===== src/rtl/pixel_mem_arbiter_pkg.sv =====
// pixel_mem_pkg: shared constants and types for the pixel memory arbiter.
//   PIXELS_TOTAL  number of valid pixel byte addresses (5 banks x BANK_DEPTH)
//   BANK_DEPTH    bytes per memory bank
//   ADDR_W        pixel byte address width
//   stateT        arbiter FSM states
//   grantT        identity of the most recently granted requester
package pixel_mem_pkg;

   localparam int ADDR_W       = 20;
   localparam int BANK_DEPTH   = 65000;
   localparam int NUM_BANKS    = 5;
   localparam int PIXELS_TOTAL = BANK_DEPTH * NUM_BANKS;

   typedef enum logic [1:0] {
      IDLE   = 2'd0,
      CPU_RD = 2'd1,
      BURST  = 2'd2
   } stateT;

   typedef enum logic {
      GNT_CPU  = 1'b0,
      GNT_STRM = 1'b1
   } grantT;

endpackage


===== src/rtl/pixel_mem_arbiter_rr_arb2.sv =====
// rr_arb2: two-input round-robin arbiter (CPU vs. pixel streamer).
//   clk, rst_n   clock, asynchronous active-low reset
//   enable       arbiter may accept a request this cycle
//   reqCpu       CPU request valid
//   reqStrm      streamer request valid
//   update       a request is accepted this cycle; record the winner
//   readyCpu     CPU may be accepted this cycle
//   readyStrm    streamer may be accepted this cycle
// A ready only drops for the loser of a tie; a lone requester always sees
// ready while enabled. The last-grant register starts at GNT_STRM so the
// CPU wins the first tie after reset.
module rr_arb2
   import pixel_mem_pkg::*;
(
   input  logic clk,
   input  logic rst_n,
   input  logic enable,
   input  logic reqCpu,
   input  logic reqStrm,
   input  logic update,
   output logic readyCpu,
   output logic readyStrm
);

   grantT lastGrant;
   logic  tie;
   logic  preferCpu;

   assign tie       = reqCpu && reqStrm;
   assign preferCpu = (lastGrant == GNT_STRM);
   assign readyCpu  = enable && !(tie && !preferCpu);
   assign readyStrm = enable && !(tie && preferCpu);

   always_ff @(posedge clk or negedge rst_n) begin
      if (!rst_n) begin
         lastGrant <= GNT_STRM;
      end else if (update) begin
         lastGrant <= (reqCpu && readyCpu) ? GNT_CPU : GNT_STRM;
      end
   end

endmodule


===== src/rtl/pixel_mem_arbiter.sv =====
// pixel_mem_arbiter: shares the read-only pixel memory between the CPU load
// path (single reads) and the pixel streamer (bursts of len+1 pixels).
//   cpu_req_*    CPU read request (valid/ready), 20-bit byte address
//   cpu_rsp_*    one-cycle response pulse, zero-extended pixel, error flag
//   strm_req_*   burst request (valid/ready): first address, beats minus one
//   strm_rsp_*   beat stream (valid/ready) with pixel, error flag and last
//   mem_addr     address to the data memory, decoded from state
//   mem_rdata    combinational memory data, pixel in bits 7:0
//   busy         arbiter is serving a transaction
//   dbgState     current FSM state for observation
// Handshakes: a request transfers on a rising edge where valid && ready;
// requesters hold valid and payload until that edge. A stream beat transfers
// where strm_rsp_valid && strm_rsp_ready and is held stable until then. The
// CPU response has no backpressure. Addresses >= PIXELS_TOTAL are never read:
// they return data 0 with the error flag set.
module pixel_mem_arbiter #(
   parameter int PIXELS_TOTAL = pixel_mem_pkg::PIXELS_TOTAL,
   parameter int LEN_W        = 4
) (
   input  logic                 clk,
   input  logic                 rst_n,
   input  logic                 cpu_req_valid,
   input  logic [19:0]          cpu_req_addr,
   output logic                 cpu_req_ready,
   output logic                 cpu_rsp_valid,
   output logic [31:0]          cpu_rsp_data,
   output logic                 cpu_rsp_err,
   input  logic                 strm_req_valid,
   input  logic [19:0]          strm_req_addr,
   input  logic [LEN_W-1:0]     strm_req_len,
   output logic                 strm_req_ready,
   output logic                 strm_rsp_valid,
   input  logic                 strm_rsp_ready,
   output logic [7:0]           strm_rsp_data,
   output logic                 strm_rsp_err,
   output logic                 strm_rsp_last,
   output logic [19:0]          mem_addr,
   input  logic [31:0]          mem_rdata,
   output logic                 busy,
   output pixel_mem_pkg::stateT dbgState
);

   import pixel_mem_pkg::*;

   stateT            state;
   logic [19:0]      addrQ;
   logic [19:0]      burstAddr;
   logic [LEN_W-1:0] beatCnt;

   logic             idle;
   logic             cpuAcc;
   logic             strmAcc;
   logic             issue;
   logic             rdErr;
   logic [7:0]       rdPixel;
   logic             unusedRdata;

   assign idle     = (state == IDLE);
   assign busy     = !idle;
   assign dbgState = state;

   rr_arb2 uArb (
      .clk      (clk),
      .rst_n    (rst_n),
      .enable   (idle),
      .reqCpu   (cpu_req_valid),
      .reqStrm  (strm_req_valid),
      .update   (cpuAcc || strmAcc),
      .readyCpu (cpu_req_ready),
      .readyStrm(strm_req_ready)
   );

   assign cpuAcc  = cpu_req_valid && cpu_req_ready;
   assign strmAcc = strm_req_valid && strm_req_ready;

   // The memory only ever sees an address registered in this block.
   always_comb begin
      mem_addr = '0;
      case (state)
         CPU_RD:  mem_addr = addrQ;
         BURST:   mem_addr = burstAddr;
         default: mem_addr = '0;
      endcase
   end

   assign rdErr       = ({12'd0, mem_addr} >= PIXELS_TOTAL);
   assign rdPixel     = rdErr ? 8'd0 : mem_rdata[7:0];
   assign unusedRdata = ^mem_rdata[31:8];

   // A new beat may be loaded when the output slot is empty or being drained.
   assign issue = (state == BURST) && (!strm_rsp_valid || strm_rsp_ready);

   always_ff @(posedge clk or negedge rst_n) begin
      if (!rst_n) begin
         state          <= IDLE;
         addrQ          <= '0;
         burstAddr      <= '0;
         beatCnt        <= '0;
         cpu_rsp_valid  <= 1'b0;
         cpu_rsp_data   <= '0;
         cpu_rsp_err    <= 1'b0;
         strm_rsp_valid <= 1'b0;
         strm_rsp_data  <= '0;
         strm_rsp_err   <= 1'b0;
         strm_rsp_last  <= 1'b0;
      end else begin
         cpu_rsp_valid <= 1'b0;

         // The beat register is independent of state so the final beat keeps
         // holding under backpressure after the FSM has returned to IDLE.
         if (issue) begin
            strm_rsp_valid <= 1'b1;
            strm_rsp_data  <= rdPixel;
            strm_rsp_err   <= rdErr;
            strm_rsp_last  <= (beatCnt == '0);
            burstAddr      <= burstAddr + 20'd1;
            beatCnt        <= beatCnt - LEN_W'(1);
         end else if (strm_rsp_ready) begin
            strm_rsp_valid <= 1'b0;
         end

         case (state)
            IDLE: begin
               if (cpuAcc) begin
                  addrQ <= cpu_req_addr;
                  state <= CPU_RD;
               end else if (strmAcc) begin
                  burstAddr <= strm_req_addr;
                  beatCnt   <= strm_req_len;
                  state     <= BURST;
               end
            end
            CPU_RD: begin
               cpu_rsp_valid <= 1'b1;
               cpu_rsp_data  <= {24'd0, rdPixel};
               cpu_rsp_err   <= rdErr;
               state         <= IDLE;
            end
            BURST: begin
               if (issue && (beatCnt == '0)) begin
                  state <= IDLE;
               end
            end
            default: state <= IDLE;
         endcase
      end
   end

endmodule


===== config.mk =====
export PLATFORM = sky130hd
export DESIGN_NAME = pixel_mem_arbiter
export DESIGN_NICKNAME = d
export VERILOG_FILES = /design/src/rtl/pixel_mem_arbiter_pkg.sv /design/src/rtl/pixel_mem_arbiter_rr_arb2.sv /design/src/rtl/pixel_mem_arbiter.sv
export SDC_FILE = /design/constraint.sdc
export NUM_CORES = 1
export LEC_CHECK = 0
export ABC_AREA = 1
export CAP_MARGIN = 20
export CORE_ASPECT_RATIO = 1.25
export CORE_MARGIN = 4
export CORE_UTILIZATION = 40
export DETAILED_ROUTE_END_ITERATION = 10
export GPL_TIMING_DRIVEN = 1
export PLACE_DENSITY = 0.74
export SYNTH_ARGS = -nofsm -noshare
export SYNTH_HDL_FRONTEND = slang
export SYNTH_SLANG_ARGS = --single-unit

===== constraint.sdc =====
create_clock -name clk -period 1.9 [get_ports clk]
set_input_delay 0.285 -clock clk [delete_from_list [all_inputs] [get_ports clk]]
set_output_delay 0.285 -clock clk [all_outputs]
set_load 0.1 [all_outputs]

==> results.py <==
metrics = {
    "yosys": {
        "syn_area_sq_um": 3850,
        "synth-main-ff-cell": "dfrtp_1",
        "synth_top_family_by_area": "simple AND/OR/NAND/NOR gates",
        "synth-compound-area-share_pct": 5.91,
        "synth_xor_area_share_pct": 2.95,
        "yosys.area_share.simple_pct": 32.3,
        "synth.distinct_cells": 31,
        "async_reset_ff_share_pct": 100,
        "yosysSeqAreaShare_pct": 44.2,
        "netlist_instances": 520,
        "avgSynthCellArea_sq_um": 7.41,
        "ys_ff_latch": 68,
        "synthAdderAreaFrac_pct": 1.62,
        "muxShareOfSynthArea_pct": 0,
        "synth-edff-count": 0,
        "yosysWarningCount": 0,
    },
    "clock_tree": {
        "clk_path_buf_depth": 2,
        "clockRootBuffer": "clkbuf_16",
        "h-tree-depth": 3,
        "clock_latency_ps": 340,
        "cts_buffers": 9,
        "numClockSinks": 68,
        "clk_pin_slew_ps": 50,
        "cts_tree": "yes",
    },
    "grt": {
        "grt_pass1_vias": 4200,
        "grt_first_pass_wirelength_mm": 20.8,
        "antenna_found_initial": 0,
        "grt-ovfl-total": 0,
        "grt_usage_pct": 23.6,
        "grt_max_degree": 37,
    },
    "timing": {
        "finClkSkew_ps": 8.65,
        "grt_setup_unrepaired": "true",
        "fin_crit_ps": 2270,
        "fin_crit_sh_pct": 120,
        "worst_slack_ps": -371,
        "slew_headroom_pct": 61.8,
        "fmax_mhz": 440,
        "final_hold_viol_count": 0,
        "worst_pin_slew_ps": 569,
        "finalSetupViolations": 55,
        "setup_tns_ps": -12330,
        "finalMaxSlewViolations": 0,
    },
    "place": {
        "port_buffers": 102,
        "dpl_worst_slack_ps": -114,
        "placed_cells": 768,
        "gp_congestion": 0.901,
        "hpwl_mm": 8.39,
        "placed_area_sq_um": 5530,
    },
    "run_status": {
        "violations": "negative setup slack",
        "status": "finished, violations left",
    },
    "worst_setup_path": {
        "end_kind": "primary output",
        "reg2reg_slack_ps": -360,
        "worstPathMaxFanout": 7,
        "critPathKind": "register to primary output",
        "worst_r2r_startpoint": "dbgState[1]",
        "cp_data_required_time_ps": 1620,
        "reg2reg_to": "strm_rsp_data[6]",
        "critPathArrivalTime_ps": 1990,
        "start_kind": "register",
        "rr_worst_depth": 13,
    },
    "layout": {
        "layout_commonest_cell": "nand2_1",
        "area_growth_pct": 78.3,
        "finalNetCount": 775,
        "layout-drive-gt1-share_pct": 39.9,
        "design_area_sq_um": 6870,
        "antenna_cells": 0,
        "final_cells": 817,
        "fin_util_pct": 74.1,
        "final_cell_mix": "nand2_1 (168), dfrtp_1 (65), clkdlybuf4s50_1 (55)",
    },
    "power_and_ir_drop": {
        "powerDensity_nw_per_um2": 1970,
        "irDropWorstVdd_mv": 1.31,
        "leakage_nw": 3.31,
    },
    "routing": {
        "viasPerCell": 5.19,
        "wl_mm": 15.1,
        "ant_nets": 0,
        "drt_pre_antenna_iters": 5,
        "drc_errors": 0,
        "vias": 4242,
        "initialDrtViolationCount": 264,
        "wl_per_cell_um": 18.4,
    },
    "die": {
        "start_util_pct": 41.6,
        "die_area_sq_um": 11300,
        "core_sq_um": 9270,
        "pin_count": 151,
        "die_x_um": 95.8,
        "num_rows": 39,
        "die_h_um": 118,
    },
    "worst_hold_path": {
        "hold_path_class": "primary input to asynchronous set/reset pin",
    },
    "flow_run": {
        "maxCapViolCount": 0,
    },
}
## Yosys cell counts, drive strengths merged, types with 3 or more instances
cell type / number / area (sq um)
dfrtp: 67 / 1680
nand3: 35 / 195
xnor2: 6 / 52.6
clkbuf: 7 / 26.3
a31oi: 3 / 18.8
buf: 35 / 275
ha: 5 / 62.6
nor2: 24 / 97.6
nand2: 225 / 870
o21ai: 30 / 150
nand4: 5 / 31.3
nor3: 6 / 35.0
inv: 52 / 195
xor2: 7 / 61.3
a21oi: 5 / 36.3
## worst max path at each step
stage	startpoint	endpoint	slack (ps)
finish	dbgState[1]	mem_addr[14]	-370
global route	dbgState[1]	mem_addr[19]	-420
CTS	dbgState[1]	mem_addr[16]	-230
detailed placement	dbgState[0]	burstAddr[14]	-110
global placement	dbgState[1]	cpu_rsp_data[1]	-20
floorplan	dbgState[1]	addrQ[13]	-810
## cell families after synthesis
family | count (synthesis)
flip-flops | 68
buffers and inverters | 95
other | 1
AO/OA/AOI/OAI | 41
XOR/XNOR | 13
AND/OR/NAND/NOR | 297
adder cells (fa/ha/maj) | 5
## final cells by class
type                    instances  area (sq um)
clock buffers                  10           229
clock inverters                 6          65.1
fillers                       586          2400
inverters                      53           274
multi-input cells             383          2480
flip-flops and latches         68          1710
well taps                     123           154
repair buffers                174          1960
## power by group
part / total [mW] / leakage (nW) / switching [mW] / internal, mW
logic: 9.01 / 2.33 / 6.02 / 2.99
registers: 2.84 / 0.840 / 0.688 / 2.15
clock network: 1.68 / 0.142 / 0.669 / 1.02
total: 13.5 / 3.31 / 7.38 / 6.16
## stage by stage
step / power [mW] / hold WS [ps]
3_3_place_gp: 9.75 / 274
4_1_cts: 12.5 / 473
2_1_floorplan: 7.78 / -10.6
5_1_grt: 14.1 / 486
3_5_place_dp: 9.90 / 280
6_report: 13.5 / 464
## registers in the layout, summed over array words and instances, names as in the netlist, 2 cells and up
name,cells
dbgState,2
strm_rsp_data,8
beatCnt,4
cpu_rsp_data,8
addrQ,20
burstAddr,20
## routing by layer
layer	global-route usage (%)	vias to the layer above	share of wire (%)
li1	-	1904	-
met1	26.8	2038	36
met2	41.4	241	52
met3	4.99	59	7.3
met4	10.6	0	4.9
met5	0	-	0
## timing repair
item	4_1_cts	5_1_grt
endpoints found under the setup margin	44	61
pin swaps	23	50
gates resized for setup	99	103
setup buffers	21	15
hold endpoints to repair	36	0
hold buffers	1	0
gates cloned	5	0
## critical path, cell delays in order (launching register included)
cell and delay (ps):
dfrtp_4 510, inv_4 80, ha_4 220, buf_12 180, nand2_4 80, o21ai_2 90, inv_2 70, buf_6 120
nor2_4 100, buf_12 180
Note: power is estimated with default switching activity, not from simulation.
